===== config.mk =====
export PLATFORM = sky130hd
export DESIGN_NAME = mico8_fetch
export DESIGN_NICKNAME = d
export VERILOG_FILES = /design/src/rtl/mico8_fetch.sv
export SDC_FILE = /design/constraint.sdc
export NUM_CORES = 1
export LEC_CHECK = 0
export CAP_MARGIN = 20
export CELL_PAD_IN_SITES_DETAIL_PLACEMENT = 1
export CELL_PAD_IN_SITES_GLOBAL_PLACEMENT = 1
export CORE_MARGIN = 2
export CORE_UTILIZATION = 38
export DETAILED_ROUTE_END_ITERATION = 16
export MAX_ROUTING_LAYER = met4
export PLACE_DENSITY_LB_ADDON = 0.1
export SETUP_SLACK_MARGIN = 0.02
export SYNTH_ARGS = -nofsm -noshare
export SYNTH_HDL_FRONTEND = slang
export SYNTH_SLANG_ARGS = --single-unit

===== constraint.sdc =====
create_clock -name clk -period 5.8 [get_ports clk]
set_clock_uncertainty 0.1 [all_clocks]
set_input_delay 1.45 -clock clk [delete_from_list [all_inputs] [get_ports clk]]
set_output_delay 1.45 -clock clk [all_outputs]
set_load 0.02 [all_outputs]

===== src/rtl/mico8_fetch.sv =====
// Mico8 instruction fetch: program counter, call/return stack and pROM address steering.
// Redirects steer rom_ad combinationally so a taken jump/call/return costs no bubble.
module mico8_fetch #(
  parameter int PC_W        = 9,
  parameter int INSN_W      = 18,
  parameter int STACK_DEPTH = 16
) (
  input  logic              clk,
  input  logic              reset_n,
  input  logic              stall,
  input  logic              redirect_valid,
  input  logic [1:0]        redirect_kind,
  input  logic [PC_W-1:0]   redirect_target,
  output logic [PC_W-1:0]   rom_ad,
  output logic              rom_ce,
  output logic              rom_oce,
  output logic              rom_reset,
  input  logic [INSN_W-1:0] rom_dout,
  output logic [INSN_W-1:0] insn,
  output logic [PC_W-1:0]   insn_pc,
  output logic              insn_valid,
  output logic              stack_overflow,
  output logic              stack_underflow
);

  localparam int IDX_W = $clog2(STACK_DEPTH);
  localparam int SP_W  = IDX_W + 1;

  localparam logic [1:0] KIND_CALL = 2'b01;
  localparam logic [1:0] KIND_RET  = 2'b10;

  logic [PC_W-1:0]  fetch_pc;
  logic [PC_W-1:0]  pc_q;
  logic             valid_q;
  logic [SP_W-1:0]  sp;
  logic             ovf_q;
  logic             unf_q;
  logic [PC_W-1:0]  stack [STACK_DEPTH];

  logic             accept;
  logic             is_call;
  logic             is_ret;
  logic             stack_full;
  logic             stack_empty;
  logic [IDX_W-1:0] top_idx;
  logic [IDX_W-1:0] push_idx;
  logic [PC_W-1:0]  ret_addr;
  logic [PC_W-1:0]  next_addr;
  logic [PC_W-1:0]  link_addr;

  assign accept      = valid_q & redirect_valid & ~stall;
  assign is_ret      = (redirect_kind == KIND_RET);
  assign is_call     = (redirect_kind == KIND_CALL);
  assign stack_full  = (sp == SP_W'(STACK_DEPTH));
  assign stack_empty = (sp == '0);
  assign top_idx     = IDX_W'(sp - SP_W'(1));
  assign push_idx    = IDX_W'(sp);
  assign link_addr   = pc_q + PC_W'(1);

  // Return to an empty stack lands on address 0 rather than a stale entry.
  assign ret_addr = stack_empty ? '0 : stack[top_idx];

  always_comb begin
    next_addr = fetch_pc;
    if (accept) begin
      if (is_ret) next_addr = ret_addr;
      else        next_addr = redirect_target;
    end
  end

  assign rom_ad    = next_addr;
  assign rom_ce    = ~stall;
  assign rom_oce   = ~stall;
  assign rom_reset = 1'b0;

  always_ff @(posedge clk or negedge reset_n) begin
    if (!reset_n) begin
      fetch_pc <= '0;
      pc_q     <= '0;
      valid_q  <= 1'b0;
    end else if (!stall) begin
      pc_q     <= next_addr;
      fetch_pc <= next_addr + PC_W'(1);
      valid_q  <= 1'b1;
    end
  end

  always_ff @(posedge clk or negedge reset_n) begin
    if (!reset_n) begin
      sp    <= '0;
      ovf_q <= 1'b0;
      unf_q <= 1'b0;
    end else if (accept) begin
      if (is_call) begin
        if (stack_full) ovf_q <= 1'b1;
        else            sp    <= sp + SP_W'(1);
      end else if (is_ret) begin
        if (stack_empty) unf_q <= 1'b1;
        else             sp    <= sp - SP_W'(1);
      end
    end
  end

  // Entries need no reset: sp alone decides which ones are live.
  always_ff @(posedge clk) begin
    if (accept && is_call && !stack_full)
      stack[push_idx] <= link_addr;
  end

  assign insn            = rom_dout;
  assign insn_pc         = pc_q;
  assign insn_valid      = valid_q;
  assign stack_overflow  = ovf_q;
  assign stack_underflow = unf_q;

endmodule

* After elaboration in Yosys (flattened, before gate mapping) *
Memory sizes are Yosys's and may differ from the RTL's.
Cells that the tools add are included.

cells by class
  add/sub/neg operators = 4
  bitwise operators = 4
  reductions and logical operators = 8
  equal/unequal tests = 5
  multiplexer cells = 9

operator list
  kind                 count
  $mux 9               3
  $mux 5               4
  $add 9x1->9 const B  2
  $reduce_and 4->1     2
  $add 5x1->5 const B  1
  $eq 5x5->1 const B   1
  $logic_not 5->1      1
  $sub 5x1->5 const B  1
  $ne 2x2->1 const B   2
  $reduce_and 3->1     1
  $and 1x1->1          2
  $eq 2x1->1 const B   1
  $eq 2x2->1 const B   1
  $logic_and 1x1->1    2
  $mux 1               2
  $not 1->1            2
  $reduce_bool 2->1    1
  $logic_not 1->1      1

storage, ports and cells
  logic and storage cells = 37
  flip-flop bits (word level) = 26
  memories = 1
  bits in writable memories = 144

memories
  memory  words  width  rd ports  clocked after Yosys merged registers in  write ports  RTL line  RTL
  stack   16     9      1         0                                        1            38        logic [PC_W-1:0] stack [STACK_DEPTH];

* Depth between registers and ports, before layout *
Gate-level depths: netlist (run 1).

  word-level depth = 6
  gate-level depth with buffers = 14

* Least setup slack after synthesis (run 1) *
OpenSTA, ideal clock, no wires.

  path kind = register -> output
  from = register sp[0]
  to = output rom_ad[7]
  data required time = 4.250 ns
  path slack = 1.308 ns
  path buffers = 5
  cell stages (with the launch flop) = 12
  arrival = 2.942 ns
  cell sequence = dfrtp_1 -> buf_6 -> buf_4 -> buf_2 -> inv_1 -> ha_1 -> buf_2 -> clkbuf_1 -> mux4_2 -> mux2i_1 -> mux2i_1 -> a221o_1

between the ends
  word-level cells in the longest chain between the ends = 5
  elaborated cells between the ends (all ways) = 6
  classes of those cells = add/sub (1); mux (3); reduce/logical (1); memory (1)

RTL lines
  element                 RTL line  RTL
  start, declared         35        logic [SP_W-1:0] sp;
  start signal, assigned  96        else sp <= sp + SP_W'(1);
  start signal, assigned  99        else sp <= sp - SP_W'(1);
  $sub 5x1->5             --
  $mem_v2 16x9            --
  $mux 9 (*)              61        assign ret_addr = stack_empty ? '0 : stack[top_idx];
  $mux 9 (*)              66        if (is_ret) next_addr = ret_addr;
  $mux 9 (*)              65        if (accept) begin
  end, declared           14        output logic [PC_W-1:0] rom_ad,

Every way passes the cells marked *; elsewhere a longest branch is shown, timed or not.

* Worst setup path after layout (run 1) *
  from = register sp[1]
  to = output rom_ad[6]

Same word-level chain as after synthesis.

==> impl_metrics.json, run 1 <==
{
  "mostFrequentLayoutCells": "edfxtp_1 (144), clkdlybuf4s50_1 (37), mux4_2 (32)",
  "syn_nets": 519,
  "start_kind": "flip-flop",
  "dp_hpwl_um": 12300,
  "grt_pass1_wl_um": 28100,
  "clockBufferDepth": 2,
  "syn2layout_area_growth_pct": 15.9,
  "gp_congestion": 0.746,
  "comb_power_share_pct": 40.1,
  "place_ws_ns": 0.417,
  "setup.worst_path.start": "sp[1]$_DFFE_PN0P_",
  "rows": 51,
  "p_leak_nw": 3.03,
  "syn_inst": 477,
  "drt_first_pass_iters": 4,
  "rsz0062_at_grt": "false",
  "grt_use_total_pct": 18.2,
  "worst_ir_drop_vdd_uv": 244,
  "reg2regPathDepth": 11,
  "synth_warnings": 0,
  "hold_buffers": 0,
  "grt.overflow.total": 0,
  "finalCoreUtilization_pct": 45.2,
  "outcome": "finished clean",
  "die_area_um2": 21300,
  "tightest_slew_ns": 0.989,
  "cts-buffers-inserted": 17,
  "first_global_vias": 4518,
  "holdCritPathClass": "flip-flop to flip-flop",
  "drt-initial-drc-count": 260,
  "viasPerCell": 5.27,
  "synth_seq_cells": 170,
  "chipHeight_um": 146,
  "ios": 75,
  "drive_above_1_share_pct": 22.2,
  "clock_power_share_pct": 24.4,
  "ctsResizeCount": 0,
  "finalCritPeriodShare_pct": 95.4,
  "nets": 557,
  "clock_sinks": 170,
  "worst_r2r_startpoint": "sp[1]$_DFFE_PN0P_",
  "power.density_nw_per_um2": 523,
  "setup_slack_ns": 0.268,
  "maxSlewViolCount": 0,
  "async_flop_share_pct": 15.3,
  "start_util_pct": 39.0,
  "antenna_found_initial": 1,
  "path_clk_slew_ns": 0.06,
  "ys_seq_area_share_pct": 64.8,
  "synth_edf_count": 144,
  "r2r_setup_slack_ns": 1.95,
  "ys.flop_type": "edfxtp_1",
  "worst_ep_required_time_ns": 4.25,
  "path_class": "flip-flop to output port",
  "p_int_mw": 3.01,
  "endpoint_kind": "output port",
  "clock_latency_ns": 0.43,
  "cap_violations": 0,
  "period_needed_ns": 5.53,
  "netlist_area_um2": 7670,
  "finalSetupViolations": 0,
  "dr_total_vias": 4178,
  "fp.coreArea_um2": 19700,
  "switchingPower_mw": 1.64,
  "io_buffers": 37,
  "cts_tree": "built",
  "synth_area_per_cell_um2": 16.1,
  "whs_ns": 0.370,
  "max_slew_margin_pct": 33.8,
  "drcViolationCount": 0,
  "grt_max_degree": 58,
  "die_x_um": 146,
  "r2r_end": "fetch_pc[4]$_DFFE_PN0N_",
  "p_seq_share_pct": 35.5,
  "post_cts_buffers": 0,
  "drt.antenna.violating_nets": 0,
  "cp.arrival_ns": 3.98,
  "crit_fanout": 31,
  "cts_max_level": 4,
  "wire_per_inst_um": 22.7,
  "wl_um": 18000,
  "cp-endpoint": "rom_ad[6]",
  "fmax_mhz": 181,
  "hold_violations": 0,
  "n_antenna_cell": 0,
  "root_buffer": "clkbuf_16",
  "swShare_pct": 35.3,
  "yosysUniqueCellTypes": 56,
  "final_common_cell": "edfxtp_1",
  "fin_setup_tns_ns": 0
}
==> power by group through the flow <==
stage	combinational, mW	sequential (mW)	clock, mW
3_5_place_dp	1.86	1.68	0
3_3_place_gp	1.83	1.68	0
2_1_floorplan	1.26	1.67	0
5_1_grt	2.02	1.67	1.21
4_1_cts	1.87	1.66	1.16
6_report	1.86	1.65	1.13
==> kinds of logic after synthesis <==
logic type	share of synthesized area [%]
xor+xnor	2.40
mux	13.6
compound gates	4.96
flops	64.8
buf+inv	4.35
other cells	0.0489
simple gates	8.32
fa+ha+maj	1.47
==> state kept, by name (all words and copies together) (netlist names) <==
signal	cells
sp	5
stack_underflow	1
insn_valid	1
stack_overflow	1
insn_pc	9
fetch_pc	9
stack	144
==> critical path, stage by stage (launching register included) <==
cell and delay [ns]:
dfrtp_1 0.52, inv_1 0.14, ha_2 0.94, mux4_2 0.42, mux2i_1 0.35, mux2i_1 0.15
a221o_1 0.43, clkdlybuf4s50_1 0.57
==> through the flow <==
stage / power, mW / cell area, um2 / instances
floorplan: 2.94 / 7670 / 477
global placement: 3.51 / 8270 / 758
detailed placement: 3.54 / 8270 / 758
CTS: 4.69 / 8850 / 790
global route: 4.90 / 8890 / 793
finish: 4.65 / 8890 / 793
==> cells in the mapped netlist (4+ instances only) <==
| library cell | instances | area (um2) |
|---|---|---|
| buf_6 | 5 | 56.3 |
| mux2i_1 | 20 | 200 |
| nand2_1 | 19 | 71.3 |
| o211ai_1 | 4 | 30.0 |
| and3_1 | 4 | 25.0 |
| nand4_1 | 8 | 50.1 |
| dfrtp_1 | 26 | 651 |
| nand3_1 | 8 | 40.0 |
| a21oi_1 | 11 | 55.1 |
| buf_4 | 21 | 158 |
| nor3_1 | 8 | 40.0 |
| ha_1 | 9 | 113 |
| xnor2_1 | 8 | 70.1 |
| edfxtp_1 | 144 | 4320 |
| buf_2 | 6 | 30.0 |
| mux4_2 | 32 | 721 |
| nand3b_1 | 5 | 37.5 |
| nor2_1 | 22 | 82.6 |
| mux2_2 | 11 | 124 |
| clkbuf_1 | 13 | 48.8 |
| nor3b_1 | 18 | 135 |
| o21ai_0 | 8 | 40.0 |
| xor2_1 | 8 | 70.1 |
| inv_1 | 10 | 37.5 |
==> worst min-delay path by stage <==
stage	start	endpoint	slack, ns	cells after the start
floorplan	fetch_pc[2]$_DFFE_PN0N_	fetch_pc[2]$_DFFE_PN0N_	0.35	2
global placement	stack_underflow$_DFFE_PN0P_	stack_underflow$_DFFE_PN0P_	0.34	1
detailed placement	stack_underflow$_DFFE_PN0P_	stack_underflow$_DFFE_PN0P_	0.36	1
CTS	stack_underflow$_DFFE_PN0P_	stack_underflow$_DFFE_PN0P_	0.38	1
global route	stack_overflow$_DFFE_PN0P_	stack_overflow$_DFFE_PN0P_	0.41	1
finish	stack_underflow$_DFFE_PN0P_	stack_underflow$_DFFE_PN0P_	0.37	1
==> metal layers <==
layer  global-route usage, %  routed length, um  part of all wire (%)  up-vias
met2                    28.6               8680                    48       81
li1                        -                  -                     -     1910
met3                    3.78                710                   3.9       27
met5                       -                  0                     0        -
met1                    24.2               8320                    46     2160
met4                    5.19                275                   1.5        0
==> area by class of cell <==
type / count / area (um2)
Fill cell: 1963 / 10800
Sequential cell: 170 / 4980
Multi-Input combinational cell: 251 / 2380
Timing Repair Buffer: 65 / 581
Clock buffer: 20 / 437
Tap cell: 265 / 332
Clock inverter: 12 / 148
Inverter: 10 / 37.5
(Power assumes the default switching activity.)
==> inputs of run 2 (changes only) <==
Settings changed: CORE_MARGIN 2 to not set, CORE_UTILIZATION 38 to 52, REMOVE_ABC_BUFFERS set to 1.
==> run 2 against run 1 <==
  * Clock-buffer cell count shrank 3
  * Worst setup slack lost 0.011 ns
  * Sequential share of layout area grew 0.82 points
  * Routed wire length shrank 1.0%
  * Global-route usage grew 7.6 points
  * Sequential power is essentially flat
  * Cell area shrank 1.4%
  * Sequential cell count is the same
  * Hold slack lost 0.0026 ns
  * Maximum frequency shrank 0.19%
  * Die area shrank 29%
  * Cell count shrank 11%
  * Critical path type unchanged
  * Largest cell class unchanged
==> impl_metrics.json, run 2 (same netlist as run 1, synthesis figures left out) <==
{
  "outcome": "finished clean",
  "cpPeakStageDelay_ns": 0.60,
  "wl_met3_um": 891,
  "hold_buffers": 0,
  "largest_reg_flops": 144,
  "drt_first_pass_iters": 4,
  "drcViolationCount": 0,
  "cts-buffers-inserted": 17,
  "ctsResizeCount": 0,
  "fp.coreArea_um2": 14500,
  "clockBufferDepth": 2,
  "mostFrequentLayoutCells": "edfxtp_1 (144), clkdlybuf4s50_1 (37), mux4_2 (32)",
  "start_util_pct": 53.0,
  "wire_per_inst_um": 25.1,
  "holdCritPathClass": "flip-flop to flip-flop",
  "hold_violations": 0,
  "m1WireLength_um": 7930,
  "viasPerCell": 6.13,
  "drt-initial-drc-count": 356,
  "gp_congestion": 0.833,
  "path_class": "flip-flop to output port",
  "crit_buf_inv": 3,
  "nets": 555,
  "post_cts_buffers": 0,
  "dp_hpwl_um": 12100,
  "max_slew_margin_pct": 27.5,
  "die_area_um2": 15200,
  "finalPower_mw": 4.69,
  "rsz0062_at_grt": "false",
  "die_x_um": 123,
  "fmax_mhz": 180,
  "crit_fanout": 10,
  "endpoint_kind": "output port",
  "dr_total_vias": 4349,
  "seqCellArea_um2": 4980,
  "final_area_um2": 8760,
  "cts_tree": "built",
  "cts_max_level": 4,
  "worst_ep_required_time_ns": 4.25,
  "tightest_slew_ns": 1.08,
  "p_leak_nw": 3.01,
  "cp.arrival_ns": 3.99,
  "dr.max_layer_used": "met4",
  "grt_max_degree": 31,
  "regMostFlops": "stack",
  "worst_ir_drop_vdd_uv": 291,
  "clock_sinks": 170,
  "placed_area_um2": 8190,
  "wl_um": 17800,
  "wl_met2_um": 8720,
  "drt.antenna.violating_nets": 0,
  "chipHeight_um": 123,
  "grt_use_total_pct": 25.8,
  "slowest_stage": "xor2_2",
  "drive_above_1_share_pct": 22.5,
  "finalSetupViolations": 0,
  "maxSlewViolCount": 0,
  "syn2layout_area_growth_pct": 14.2,
  "clock_latency_ns": 0.43,
  "first_global_vias": 4438,
  "grt_pass1_wl_um": 26500,
  "path_clk_slew_ns": 0.07,
  "n_fill_cell": 1312,
  "root_buffer": "clkbuf_16",
  "multiInputGateArea_um2": 2370,
  "path_cells": "inv_1, ha_1, xor2_2, buf_4, mux2i_1, mux2i_1, a221o_1, clkdlybuf4s50_1",
  "rows": 44,
  "r2r_setup_slack_ns": 2.17,
  "period_needed_ns": 5.54,
  "critPathTopFamily": "buffers and inverters",
  "n_antenna_cell": 0,
  "ios": 75,
  "finalCritPeriodShare_pct": 95.6,
  "crit_top_cell": "mux2i_1",
  "power.density_nw_per_um2": 535,
  "antenna_found_initial": 0,
  "start_kind": "flip-flop",
  "final_common_cell": "edfxtp_1",
  "grt.overflow.total": 0,
  "io_buffers": 37,
  "cap_violations": 0
}
## run 2: cell types whose count changed in the layout (fill, tap and decap cells not counted), moves of 3 or more
cell / change
inv_8: +3
buf_4: -3
clkinv_1: -3
clkbuf_1: -3
inv_6: +4
## run 2: layout make-up
cell class,instances,share of cell area (%)
Timing Repair Buffer,63,6.60
Sequential cell,170,56.8
Inverter,10,0.428
Multi-Input combinational cell,251,27.0
Clock buffer,17,4.86
Clock inverter,14,1.70
Tap cell,184,2.63
## run 2: per-stage QoR
step / hold WS, ns / instances / worst slack, ns / utilization, % / TNS, ns
after detailed placement: 0.351 / 678 / 0.493 / 56.6 / 0
final: 0.368 / 709 / 0.257 / 60.5 / 0
after CTS: 0.369 / 709 / 0.284 / 60.5 / 0
after floorplan: 0.352 / 431 / -0.0884 / - / -0.365
after global routing: 0.386 / 709 / 0.135 / 60.5 / 0
after global placement: 0.340 / 676 / 0.568 / 56.4 / 0
## run 2: per-layer routing
layer	track usage, %	vias to the layer above
met1	33.6	2286
met3	6.92	17
met5	-	-
li1	-	1901
met4	8.73	0
met2	39.5	145
## run 2: power by group
part           internal, mW  total, mW  switching (mW)  leakage, nW
clock network         0.608       1.12           0.514        0.281
registers              1.55       1.65           0.101         1.61
logic                 0.806       1.92            1.11         1.12
total                  2.96       4.69            1.73         3.01
## run 2: final timing paths
check                                            start                     endpoint  cells past startpoint
hold reg to reg            stack_underflow$_DFFE_PN0P_  stack_underflow$_DFFE_PN0P_                      1
setup / recovery                     sp[1]$_DFFE_PN0P_                    rom_ad[7]                      8
min in group asynchronous                      reset_n            sp[3]$_DFFE_PN0P_                      2
hold / removal             stack_underflow$_DFFE_PN0P_  stack_underflow$_DFFE_PN0P_                      1
max in group asynchronous                      reset_n      fetch_pc[1]$_DFFE_PN0N_                      2
setup reg to reg                     sp[1]$_DFFE_PN0P_      fetch_pc[7]$_DFFE_PN0N_                     10
==> inputs of run 3 (changes only) <==
Settings changed: CTS_CLUSTER_DIAMETER set to 120.
==> results of run 3 <==
The final DEF is identical to that of run 2; final timing and power are the same.
